--- src/rtl/shift_delay_line.sv ---
// Clock-enabled shift-register delay line with per-stage valid bits,
// a run-time selectable output tap, flush, and occupancy reporting.
module shift_delay_line #(
    parameter int unsigned WIDTH     = 4,
    parameter int unsigned DEPTH     = 15,
    parameter int unsigned RESET_VAL = 10,
    localparam int unsigned DW       = $clog2(DEPTH + 1)
) (
    input  logic             clk,
    input  logic             reset,
    input  logic             en,
    input  logic             flush,
    input  logic             in_valid,
    input  logic [WIDTH-1:0] in,
    input  logic [DW-1:0]    delay,
    output logic [WIDTH-1:0] out,
    output logic             out_valid,
    output logic [DW-1:0]    fill_count,
    output logic             full
);

    localparam logic [WIDTH-1:0] RST_D = WIDTH'(RESET_VAL);

    logic [WIDTH-1:0] d [DEPTH];
    logic [DEPTH-1:0] v;
    logic [DW-1:0]    tap;

    // Out-of-range selections clamp to the nearest legal tap.
    function automatic logic [DW-1:0] tap_index(input logic [DW-1:0] sel);
        if (sel == '0)
            return '0;
        else if (sel > DW'(DEPTH))
            return DW'(DEPTH - 1);
        else
            return sel - DW'(1);
    endfunction

    function automatic logic [DW-1:0] popcount(input logic [DEPTH-1:0] bits);
        logic [DW-1:0] c;
        c = '0;
        for (int k = 0; k < int'(DEPTH); k++)
            c = c + DW'(bits[k]);
        return c;
    endfunction

    always_ff @(posedge clk) begin
        if (reset || flush) begin
            for (int k = 0; k < int'(DEPTH); k++) begin
                d[k] <= RST_D;
                v[k] <= 1'b0;
            end
        end else if (en) begin
            d[0] <= in;
            v[0] <= in_valid;
            for (int k = 1; k < int'(DEPTH); k++) begin
                d[k] <= d[k-1];
                v[k] <= v[k-1];
            end
        end
    end

    // Outputs depend only on registered state and the tap select.
    always_comb begin
        tap       = tap_index(delay);
        out       = d[0];
        out_valid = v[0];
        for (int k = 0; k < int'(DEPTH); k++) begin
            if (tap == DW'(k)) begin
                out       = d[k];
                out_valid = v[k];
            end
        end
    end

    assign fill_count = popcount(v);
    assign full       = (fill_count == DW'(DEPTH));

endmodule

--- config.mk ---
export PLATFORM = sky130hd
export DESIGN_NAME = shift_delay_line
export DESIGN_NICKNAME = d
export VERILOG_FILES = /design/src/rtl/shift_delay_line.sv
export SDC_FILE = /design/constraint.sdc
export NUM_CORES = 1
export LEC_CHECK = 0
export CAP_MARGIN = 20
export CORE_MARGIN = 4
export CORE_UTILIZATION = 50
export DETAILED_ROUTE_END_ITERATION = 7
export HOLD_SLACK_MARGIN = 0.03
export PLACE_DENSITY = 0.7
export SLEW_MARGIN = 20
export SYNTH_ARGS = -nofsm -noshare
export SYNTH_HDL_FRONTEND = slang
export SYNTH_SLANG_ARGS = --single-unit
--- constraint.sdc ---
create_clock -name clk -period 8.4 [get_ports clk]
set_input_delay 1.68 -clock clk [delete_from_list [all_inputs] [get_ports clk]]
set_output_delay 1.68 -clock clk [all_outputs]
set_load 0.05 [all_outputs]
# Word level (Yosys, flattened, before mapping)
# Memories as Yosys holds them, arrays and structs flattened.
# Cells that the tools add are included.
[totals]
regBits = 15
mem_bits_rw = 60
inputBits = 13
output_inout_bits = 10
word_cells = 100
mem_count = 1
[op_classes]
addsub = 15
order_cmp = 1
eq_ne = 15
mux = 50
bitwise = 15
n_reduce_logical = 2
[mem_list]
columns = ["memory", "words", "word_bits", "read_ports", "rd_ports_with_merged_regs", "wr", "line_no", "source"]
rows = [
  ["d", 15, 4, 15, 0, 15, "24", "logic [WIDTH-1:0] d [DEPTH];"],
]
[ops]
columns = ["cell", "n"]
rows = [
  ["4-bit two-way mux", 31],
  ["4-bit by 1-bit adder with 4-bit output", 11],
  ["4-bit equality test (second input constant)", 8],
  ["1-bit two-way mux", 19],
  ["4-bit by 3-bit equality test with 1-bit output (second input constant)", 4],
  ["1-bit OR", 15],
  ["4-bit by 2-bit equality test with 1-bit output (second input constant)", 2],
  ["3-bit by 1-bit adder with 4-bit output", 1],
  ["4-bit by 1-bit equality test with 1-bit output (second input constant)", 1],
  ["4-bit greater-than comparator (second input constant)", 1],
  ["4-bit logical NOT", 1],
  ["4-bit by 1-bit subtractor with 4-bit output (second input constant)", 1],
  ["2-bit by 1-bit adder with 3-bit output", 1],
  ["1-bit by 1-bit adder with 2-bit output", 1],
  ["1-bit logical OR", 1],
]

# Logic depth before layout (Yosys ltp)
# Gate-level depths: netlist of the first run.
[depth]
word_depth = 18
ltp_mapped = 10
mapped_depth_nobuf = 10

# Worst setup path after synthesis of the first run
# Ideal clock, no wire load.
[synth_path]
path_kind = "reg-to-output"
start = "register v[5]"
end = "output full"
arrival_ns = 4.377
required_time_ns = 6.720
path_slack_ns = 2.343
path_stages_with_launch = 11
n_path_buf = 0
cell_sequence = "dfxtp_1 inv_1 fa_1 fa_1 fa_1 fa_1 fa_1 inv_1 fa_1 xor2_1 and4_1"
[synth_via]
elab_chain_cells = 11
[synth_rtl]
columns = ["element", "line_no", "source"]
rows = [
  ["start: declaration", "25", "logic [DEPTH-1:0] v;"],
  ["start signal: indexed assignment", "57", "v[k] <= v[k-1];"],
  ["4-bit by 1-bit adder with 4-bit output (10 in series)", "42", "c = c + DW'(bits[k]);"],
  ["via fill_count[2]", "18", "output logic [DW-1:0] fill_count,"],
  ["4-bit equality test", "76", "assign full = (fill_count == DW'(DEPTH));"],
  ["end: declaration", "19", "output logic full"],
]
# The timed path passes the listed nets, and every way through them passes these cells.

# Worst setup path in the final report of the first run
[layout_path]
start = "input delay[3]"
end = "output out_valid"
[layout_via]
elab_chain_cells = 18
elab_cells_between_ends = 33
cone_classes = "add/sub: 1; order compare: 1; eq/ne: 14; mux: 16; reduce/logical: 1"
[layout_rtl]
columns = ["element", "line_no", "source"]
rows = [
  ["start: declaration", "15", "input logic [DW-1:0] delay,"],
  ["4-bit by 1-bit subtractor with 4-bit output / 4-bit greater-than comparator (equally long branches)", "35, 32", ""],
  ["4-bit two-way mux", "32", "else if (sel > DW'(DEPTH))"],
  ["4-bit two-way mux *", "30", "if (sel == '0)"],
  ["4-bit by 1-bit equality test with 1-bit output", "68", "if (tap == DW'(k)) begin"],
  ["1-bit two-way mux (13 in series)", "68", ""],
  ["1-bit two-way mux *", "68", ""],
  ["end: declaration", "17", "output logic out_valid,"],
]
# Every way passes the cells marked *; elsewhere a longest branch is shown, timed or not.

==> flow_summary_export.csv, run 1 <==
group,metric,value,unit
die,start_util,52.2,%
final_layout,drive_above_1_share,14.7,%
synth,synth_edf_count,60,
detailed_routing,wirelength,8400,um
synth,postSynthAreaPerCell,11.1,um2
timing,rsz0062_at_grt,"no",
setup_path,critPathKind,"in2out",
timing,setup_ws,1.97,ns
synth,syn_area,0.00410,mm2
timing,min_period,6.43,ns
synth,syn_nets,393,
timing,fin_crit_sh,76.6,%
detailed_routing,ant_nets,0,
final_layout,final_nets,404,
grt,grt_pass1_vias,2803,
die,coreArea,0.00785,mm2
pwr,power_density,161,mW/mm2
timing,fin_skew,0.00774,ns
clock_network,clock-sinks,75,
placed_design,dpl_cell_area,0.00435,mm2
clock_network,cts_root_buf,"clkbuf_8",
die,ioPinCount,23,
grt,grt.met2_usage,26.3,%
detailed_routing,avgRoutedWirePerCell,17.4,um
timing,fmax,156,MHz
run_status,status,"finished, final reports clean",
final_layout,seqCellArea,0.00210,mm2
detailed_routing,drc,0,
grt,grt_busiest_layer,"met1",
detailed_routing,vias,2800,
clock_network,post_cts_buffers,0,
synth,syn_inst,368,
synth,yosysSeqAreaShare,51.3,%
placed_design,port_buffers,22,
timing,finalMaxSlewViolations,0,
setup_path,critPathMaxFanout,25,
timing,setup_viol,0,
pwr,ir_worst_vdd,0.0000741,V
grt,grt_util_met3,4.32,%
placed_design,pre_cts_ws,2.06,ns
setup_path,end_kind,"output pin",
detailed_routing,viasPerCell,5.79,
grt,grtUsageMet1,26.6,%
grt,grt_pass1_wl,14100,um
placed_design,place_congestion,0.850,
setup_path,cp-start-kind,"input port",
die,row_count,32,
timing,worstMarginPinSlew,0.951,ns
synth,yosysUniqueCellTypes,49,
final_layout,final_cell_mix,"60 x edfxtp_1, 29 x nor2_1, 25 x mux2i_1",
final_layout,multi_input_area,0.00179,mm2
synth,ys_seq_elements,75,
final_layout,final_area,0.00450,mm2
synth,ys_warn_count,0,
timing,fin_tns_setup,0,ns
hold_path,holdCritPathClass,"reg2reg",
detailed_routing,drt_iter0_drc,271,
die,die_w,98.5,um
synth,ys_async_sr_fraction,0,%
final_layout,fill_cells,696,
setup_path,crit_arrival,4.75,ns
clock_network,cts_buffers,9,
timing,hold_viol_final,0,
clock_network,cts.htree.levels,3,
grt,gr-total-overflow,0,
setup_path,worstPathRequired,6.72,ns
clock_network,path_clk_slew,0.07,ns
synth,synthFlopType,"edfxtp_1",
clock_network,cts_tree,"yes",
detailed_routing,dr.pass1.iters,4,
grt,track_usage,17.9,%
die,fp.dieH,98.5,um
grt,antenna_found_initial,0,
flow_run,maxCapViolations,0,
clock_network,holdBufCountCts,0,
final_layout,layout_commonest_cell,"edfxtp_1",
clock_network,cts_buffer_depth,2,
final_layout,syn2layout_area_growth,9.86,%
grt,grt_max_degree,45,
final_layout,antennaDiodeCount,0,
clock_network,ctsResizeCount,0,
timing,slew_headroom,36.6,%
placed_design,dpl.hpwl,5360,um
clock_network,clk_latency,0.35,ns
pwr,power_leakage,1.67,nW
die,die_area,0.00971,mm2
-- cell families after synthesis --
kind of cell,count (synthesis),synth area share [%]
and+or+nand+nor,137,19.1
muxes,33,9.13
DFF,75,51.3
xor gates and xnor gates,1,0.214
buffers and inverters,50,5.16
adders and majority gates,12,5.50
AOI/OAI and AO/OA,60,9.56
-- report_power, final --
| part | total (mW) | switching [mW] | leakage, nW | internal [mW] |
|---|---|---|---|---|
| clock network | 0.230 | 0.128 | 0.0815 | 0.102 |
| logic | 0.0827 | 0.0520 | 0.881 | 0.0307 |
| registers | 0.411 | 0.00431 | 0.703 | 0.407 |
| total | 0.724 | 0.185 | 1.67 | 0.540 |
-- metal layers --
| metal | vias up | part of all wire (%) |
|---|---|---|
| met3 | 13 | 6.0 |
| met1 | 1359 | 46 |
| met2 | 92 | 46 |
| met4 | 0 | 1.8 |
| li1 | 1336 | - |
| met5 | - | 0 |
-- worst max-delay path, stage by stage --
cell	delay, ns
clkdlybuf4s50_1	1.04
nor2b_1	0.53
o21ai_0	0.16
a21oi_1	0.14
a21oi_1	0.05
o21ai_0	0.27
clkdlybuf4s50_1	0.87
-- final cells by class --
type	instances	area share (%)
clock buffers	10	2.83
repair buffers	27	5.61
inverters	23	1.92
flip-flops and latches	75	46.7
well taps	102	2.83
multi-input cells	243	39.7
clock inverters	4	0.445
-- metrics by stage --
step	util (%)	hold WS, ns	std cells	power, mW
5_1_grt	57.4	0.545	484	0.753
6_report	57.4	0.534	484	0.724
3_5_place_dp	55.5	0.520	470	0.502
3_3_place_gp	55.5	0.510	470	0.501
2_1_floorplan	-	0.478	368	0.477
4_1_cts	57.4	0.538	484	0.730
-- flip-flops by register name (all words and copies together), names as in the netlist --
register	count
v	15
d	60
-- Yosys cell counts, types with 2 or more instances --
cell type  number  area share (%)
and3_1         20             3.1
ha_1            2            0.61
o32ai_1         2            0.43
a22oi_1         2            0.37
a211oi_1        3            0.55
fa_1           10             4.9
a221oi_1        2            0.43
o22ai_1         3            0.46
mux2i_1        25             6.1
edfxtp_1       60              44
and2_1          9             1.4
or3_1          11             1.7
nand4bb_1       2            0.55
o21ai_0        14             1.7
dfxtp_1        15             7.3
nand3b_1        2            0.37
a21oi_1        17             2.1
clkbuf_1       14             1.3
buf_4           3            0.55
nand3_1         6            0.73
mux2_2          5             1.4
or2_2          24             3.7
nand2b_1        5            0.76
buf_2          10             1.2
o221ai_1        3            0.64
a21o_1          4            0.73
nor2_1         29             2.7
inv_1          22             2.0
o31a_1          2            0.43
nand2_1        13             1.2
a21boi_0        3            0.55
mux4_2          3             1.6
nor2b_1         7             1.1
-- final timing paths --
path	start	endpoint	slack [ns]	cells after the start
worst max-delay path	delay[3]	out_valid	1.97	7
worst min-delay path	d[0][17]	d[0][21]	0.53	1
worst max register to register	d[1][21]	d[1][25]	7.35	1
worst min register to register	d[0][17]	d[0][21]	0.53	1
Power figures use the tool's default switching activity.
==> inputs of run 2 (changes only) <==
Clock period 8.4 ns to 6.1 ns, I/O delays scaled along.
==> run 2 against run 1 <==
Hold slack worse by 0.0078 ns. Worst setup slack worse by 1.6 ns. Sequential cell count unchanged. Highest routed layer unchanged. Clock skew up 0.0012 ns. Die area unchanged. Final cell count up 0.83%. Sequential power up 38%.
==> flow_summary_export.csv, run 2 (synthesized netlist as in run 1, its figures left out) <==
group,metric,value,unit
run_status,status,"finished, final reports clean",
grt,grt_max_degree,45,
die,row_count,32,
setup_path,critPathSlowestCell,"clkdlybuf4s50_1",
setup_path,path_delay_family,"adder cells",
timing,hold_viol_final,0,
detailed_routing,ant_nets,0,
placed_design,pre_cts_ws,0.544,ns
timing,setup_viol,0,
final_layout,fill_cells,706,
final_layout,final_area,0.00455,mm2
timing,finalMaxSlewViolations,0,
final_layout,final_cell_mix,"60 x edfxtp_1, 29 x nor2_1, 25 x mux2i_1",
final_layout,fin_util,57.9,%
pwr,p_seq_share,54.8,%
clock_network,path_clk_slew,0.07,ns
die,start_util,52.2,%
setup_path,worstPathRequired,4.88,ns
placed_design,placed_cells,472,
final_layout,fin_cells,488,
detailed_routing,avgRoutedWirePerCell,17.1,um
final_layout,seqCellArea,0.00210,mm2
die,fp.dieH,98.5,um
hold_path,holdCritPathClass,"reg2reg",
clock_network,clk_latency,0.35,ns
setup_path,cp-start-kind,"register",
grt,track_usage,18.3,%
detailed_routing,drt_iter0_drc,242,
timing,fin_skew,0.00889,ns
placed_design,dpl_cell_area,0.00437,mm2
detailed_routing,vias,2788,
setup_path,crit_cells,10,
final_layout,syn2layout_area_growth,11.0,%
timing,rsz0062_at_grt,"no",
placed_design,place_congestion,0.795,
setup_path,crit_arrival,4.49,ns
setup_path,r2r_cells,1,
grt,grt_pass1_vias,2714,
hold_path,whs_path_depth,1,
placed_design,dpl.hpwl,5330,um
final_layout,final_nets,406,
clock_network,cts.htree.levels,3,
die,coreArea,0.00785,mm2
timing,fin_crit_sh,93.7,%
die,die_area,0.00971,mm2
clock_network,post_cts_buffers,0,
setup_path,path_cells,"inv_1 -> fa_1 -> fa_1 -> fa_1 -> fa_1 -> fa_1 -> inv_1 -> fa_1 -> xor2_1 -> clkdlybuf4s50_1",
final_layout,top_register,"d",
detailed_routing,drc,0,
pwr,power.internal,0.773,mW
timing,worstMarginPinSlew,0.959,ns
timing,fin_tns_setup,0,ns
die,ioPinCount,23,
detailed_routing,dr.pass1.iters,5,
pwr,ir_worst_vdd,0.000109,V
pwr,total_power,1.03,mW
detailed_routing,wirelength,8340,um
timing,slew_headroom,36.1,%
grt,grt_pass1_wl,14100,um
grt,gr-total-overflow,0,
timing,fmax,175,MHz
timing,whs,0.526,ns
setup_path,end_kind,"output pin",
final_layout,reg.largest.list,"d: 60 flops, v: 15 flops",
pwr,power.share.combinational,11.2,%
timing,setup_ws,0.386,ns
setup_path,critPathKind,"reg2out",
placed_design,port_buffers,22,
clock_network,cts_buffer_depth,2,
setup_path,path_buf_inv,3,
final_layout,layout_commonest_cell,"edfxtp_1",
setup_path,crit_path_max_incr_delay,0.85,ns
die,die_w,98.5,um
setup_path,critPathMaxFanout,5,
final_layout,largest_reg_flops,60,
final_layout,multi_input_area,0.00179,mm2
clock_network,cts_tree,"yes",
flow_run,maxCapViolations,0,
pwr,power_switching,0.259,mW
timing,min_period,5.71,ns
pwr,sw_frac_of_total,25.1,%
clock_network,clock-sinks,75,
pwr,power_leakage,1.70,nW
final_layout,drive_above_1_share,15.0,%
clock_network,cts_root_buf,"clkbuf_8",
clock_network,cts_buffers,9,
grt,antenna_found_initial,0,
setup_path,cp_common_cell,"fa_1",
detailed_routing,viasPerCell,5.71,
final_layout,antennaDiodeCount,0,
pwr,power_density,227,mW/mm2
pwr,clock_power_share,34.0,%
==> run 2: cell types whose count changed in the layout (fill, tap and decap cells not counted), sizes merged <==
cell           before  now
clkbuf             10   14
clkinv              5    2
buf                 6    8
clkdlybuf4s50      21   20
clkinvlp            0    1
dlymetal6s2s        0    1
==> run 2: power groups by stage <==
stage	Clock [mW]	Combinational, mW	Sequential [mW]
after floorplan	0	0.0812	0.576
after global routing	0.382	0.126	0.567
final	0.351	0.115	0.566
after CTS	0.359	0.116	0.566
after detailed placement	0	0.115	0.577
after global placement	0	0.115	0.577
==> run 2: layout make-up <==
class / count / area share, %
flip-flops and latches: 75 / 46.2
clock inverters: 2 / 0.275
inverters: 23 / 1.90
well taps: 102 / 2.81
repair buffers: 29 / 5.94
multi-input cells: 243 / 39.3
clock buffers: 14 / 3.58
==> run 2: worst paths after layout <==
kind,from,end,slack [ns]
hold / removal,d[1][23],d[1][27],0.53
setup reg to reg,d[1][5],d[1][9],5.06
hold reg to reg,d[1][23],d[1][27],0.53
setup / recovery,v[5],fill_count[2],0.39
==> run 2: what timing repair did <==
action | in CTS | in global routing
setup endpoints to repair | 0 | 1
resized for setup | 0 | 1
hold buffers | 0 | 0
==> run 2: metal layers <==
metal | up-vias | part of all wire (%) | global-route usage, %
met4 | 0 | 2.2 | 7.14
met5 | - | 0 | 0
met2 | 77 | 45 | 26.1
met3 | 15 | 4.6 | 3.96
li1 | 1346 | - | -
met1 | 1350 | 48 | 27.2
==> inputs of run 3 (changes only) <==
==> constraint.sdc (replaced) <==
create_clock -name clk -period 6.1 [get_ports clk]
set_input_delay 0.915 -clock clk [delete_from_list [all_inputs] [get_ports clk]]
set_output_delay 0.915 -clock clk [all_outputs]
set_load 0.05 [all_outputs]
==> run 3 against run 2 <==
Fmax rose by 3.7%. Worst setup slack gained 0.20 ns. Design area down 0.80%. Non-clock buffer count down 1. Sequential power about the same. First-iteration DRC count decreased by 21%. Sequential cell count unchanged. Count of clock-buffer cells in the layout is 4 lower. Clock skew decreased by 0.0030 ns. Via count decreased by 0.43%. Final cell count decreased by 0.41%. Clock power shrank 10%. Critical endpoint is now full. Largest cell class unchanged.
==> flow_summary_export.csv, run 3 (synthesized netlist as in run 1, its figures left out) <==
group,metric,value,unit
setup_path,critPathSlowestCell,"clkdlybuf4s50_1",
final_layout,reg.largest.list,"d: 60 flops, v: 15 flops",
timing,slew_headroom,35.1,%
timing,rsz0062_at_grt,"no",
grt,antenna_found_initial,0,
timing,fin_crit_sh,90.4,%
hold_path,holdCritPathClass,"reg2reg",
grt,gr-total-overflow,0,
flow_run,maxCapViolations,0,
die,coreArea,0.00785,mm2
placed_design,dpl.hpwl,5380,um
timing,worstMarginPinSlew,0.973,ns
final_layout,drive_above_1_share,14.3,%
final_layout,antennaDiodeCount,0,
setup_path,critPathKind,"reg2out",
grt,grt.met2_usage,27.0,%
detailed_routing,viasPerCell,5.71,
final_layout,top_register,"d",
setup_path,crit_arrival,4.60,ns
die,row_count,32,
placed_design,place_congestion,0.827,
pwr,ir_worst_vdd,0.000127,V
detailed_routing,drt_iter0_drc,191,
timing,hold_viol_final,0,
clock_network,cts.htree.levels,3,
final_layout,final_cell_mix,"60 x edfxtp_1, 29 x nor2_1, 25 x mux2i_1",
die,fp.dieH,98.5,um
die,die_area,0.00971,mm2
clock_network,ctsResizeCount,0,
pwr,p_seq_share,56.7,%
setup_path,end_kind,"output pin",
pwr,power_density,221,mW/mm2
die,ioPinCount,23,
pwr,sw_frac_of_total,25.5,%
grt,track_usage,18.2,%
detailed_routing,vias,2776,
grt,grt_busiest_layer,"met2",
grt,grt_pass1_wl,14200,um
clock_network,holdBufCountCts,0,
pwr,power.internal,0.743,mW
grt,grt_max_degree,61,
detailed_routing,wirelength,8460,um
placed_design,port_buffers,22,
grt,grt_util_met3,4.32,%
setup_path,critPathMaxFanout,5,
pwr,power_leakage,1.67,nW
grt,grtUsageMet1,26.3,%
clock_network,cts_tree,"yes",
final_layout,layout_commonest_cell,"edfxtp_1",
clock_network,clk_latency,0.34,ns
pwr,power.share.combinational,11.6,%
timing,finalMaxSlewViolations,0,
pwr,power_switching,0.255,mW
clock_network,path_clk_slew,0.07,ns
setup_path,path_cells,"inv_1 -> fa_1 -> fa_1 -> fa_1 -> fa_1 -> fa_1 -> inv_1 -> fa_1 -> xor2_1 -> and4_1 -> clkdlybuf4s50_1",
timing,fin_skew,0.00593,ns
clock_network,cts_buffer_depth,2,
detailed_routing,ant_nets,0,
setup_path,path_delay_family,"adder cells",
clock_network,cts_buffers,9,
final_layout,syn2layout_area_growth,10.1,%
clock_network,cts_root_buf,"clkbuf_8",
setup_path,path_buf_inv,3,
timing,fmax,181,MHz
clock_network,clock-sinks,75,
timing,min_period,5.51,ns
final_layout,fin_util,57.5,%
final_layout,largest_reg_flops,60,
run_status,status,"finished, final reports clean",
detailed_routing,avgRoutedWirePerCell,17.4,um
detailed_routing,drc,0,
setup_path,cp_common_cell,"fa_1",
die,die_w,98.5,um
final_layout,final_nets,405,
die,start_util,52.2,%
detailed_routing,dr.pass1.iters,4,
setup_path,worstPathRequired,5.18,ns
setup_path,crit_path_max_incr_delay,0.80,ns
clock_network,post_cts_buffers,0,
timing,fin_tns_setup,0,ns
pwr,clock_power_share,31.7,%
grt,grt_pass1_vias,2750,
setup_path,cp-start-kind,"register",
timing,setup_viol,0,
-- run 3: changes by cell type in the layout (fill, tap and decap cells not counted) --
cell and change:
clkdlybuf4s50_1 +1, clkinv_2 +1, clkbuf_8 -2, dlymetal6s2s_1 -1, buf_4 -1, clkinvlp_4 -1
clkinv_1 +3, clkbuf_1 -2
-- run 3: area by class of cell --
| type | count | area (um2) |
|---|---|---|
| clock inverters | 5 | 21.3 |
| flip-flops and latches | 75 | 2100 |
| multi-input cells | 243 | 1790 |
| repair buffers | 28 | 260 |
| inverters | 23 | 86.3 |
| well taps | 102 | 128 |
| fillers | 718 | 3340 |
| clock buffers | 10 | 128 |
-- run 3: final timing paths --
| path | startpoint | to | slack (ns) | depth (start not counted) |
|---|---|---|---|---|
| setup / recovery | v[5] | full | 0.59 | 11 |
| setup reg to reg | d[1][21] | d[1][25] | 5.05 | 1 |
| hold reg to reg | v[14] | v[14] | 0.53 | 2 |
| hold / removal | v[14] | v[14] | 0.53 | 2 |
-- run 3: stage by stage --
stage | total power, mW | instances | setup WS, ns | area, um2 | hold slack, ns
6_report | 0.998 | 486 | 0.588 | 4510 | 0.531
5_1_grt | 1.04 | 486 | 0.356 | 4510 | 0.538
4_1_cts | 1.00 | 486 | 0.555 | 4510 | 0.532
3_5_place_dp | 0.693 | 471 | 0.897 | 4360 | 0.517
3_3_place_gp | 0.691 | 471 | 1.01 | 4360 | 0.505
2_1_floorplan | 0.657 | 368 | 0.808 | 4100 | 0.478
-- run 3: power groups by stage --
stage	Combinational (mW)	Clock, mW	Sequential, mW
finish	0.116	0.316	0.566
detailed placement	0.115	0	0.577
floorplan	0.0812	0	0.576
CTS	0.116	0.320	0.566
global route	0.126	0.344	0.567
global placement	0.114	0	0.577
-- run 3: per-layer routing --
metal	wire, um	vias to the layer above
met4	109	0
li1	-	1341
met2	3890	61
met3	441	8
met1	4010	1366
met5	0	-
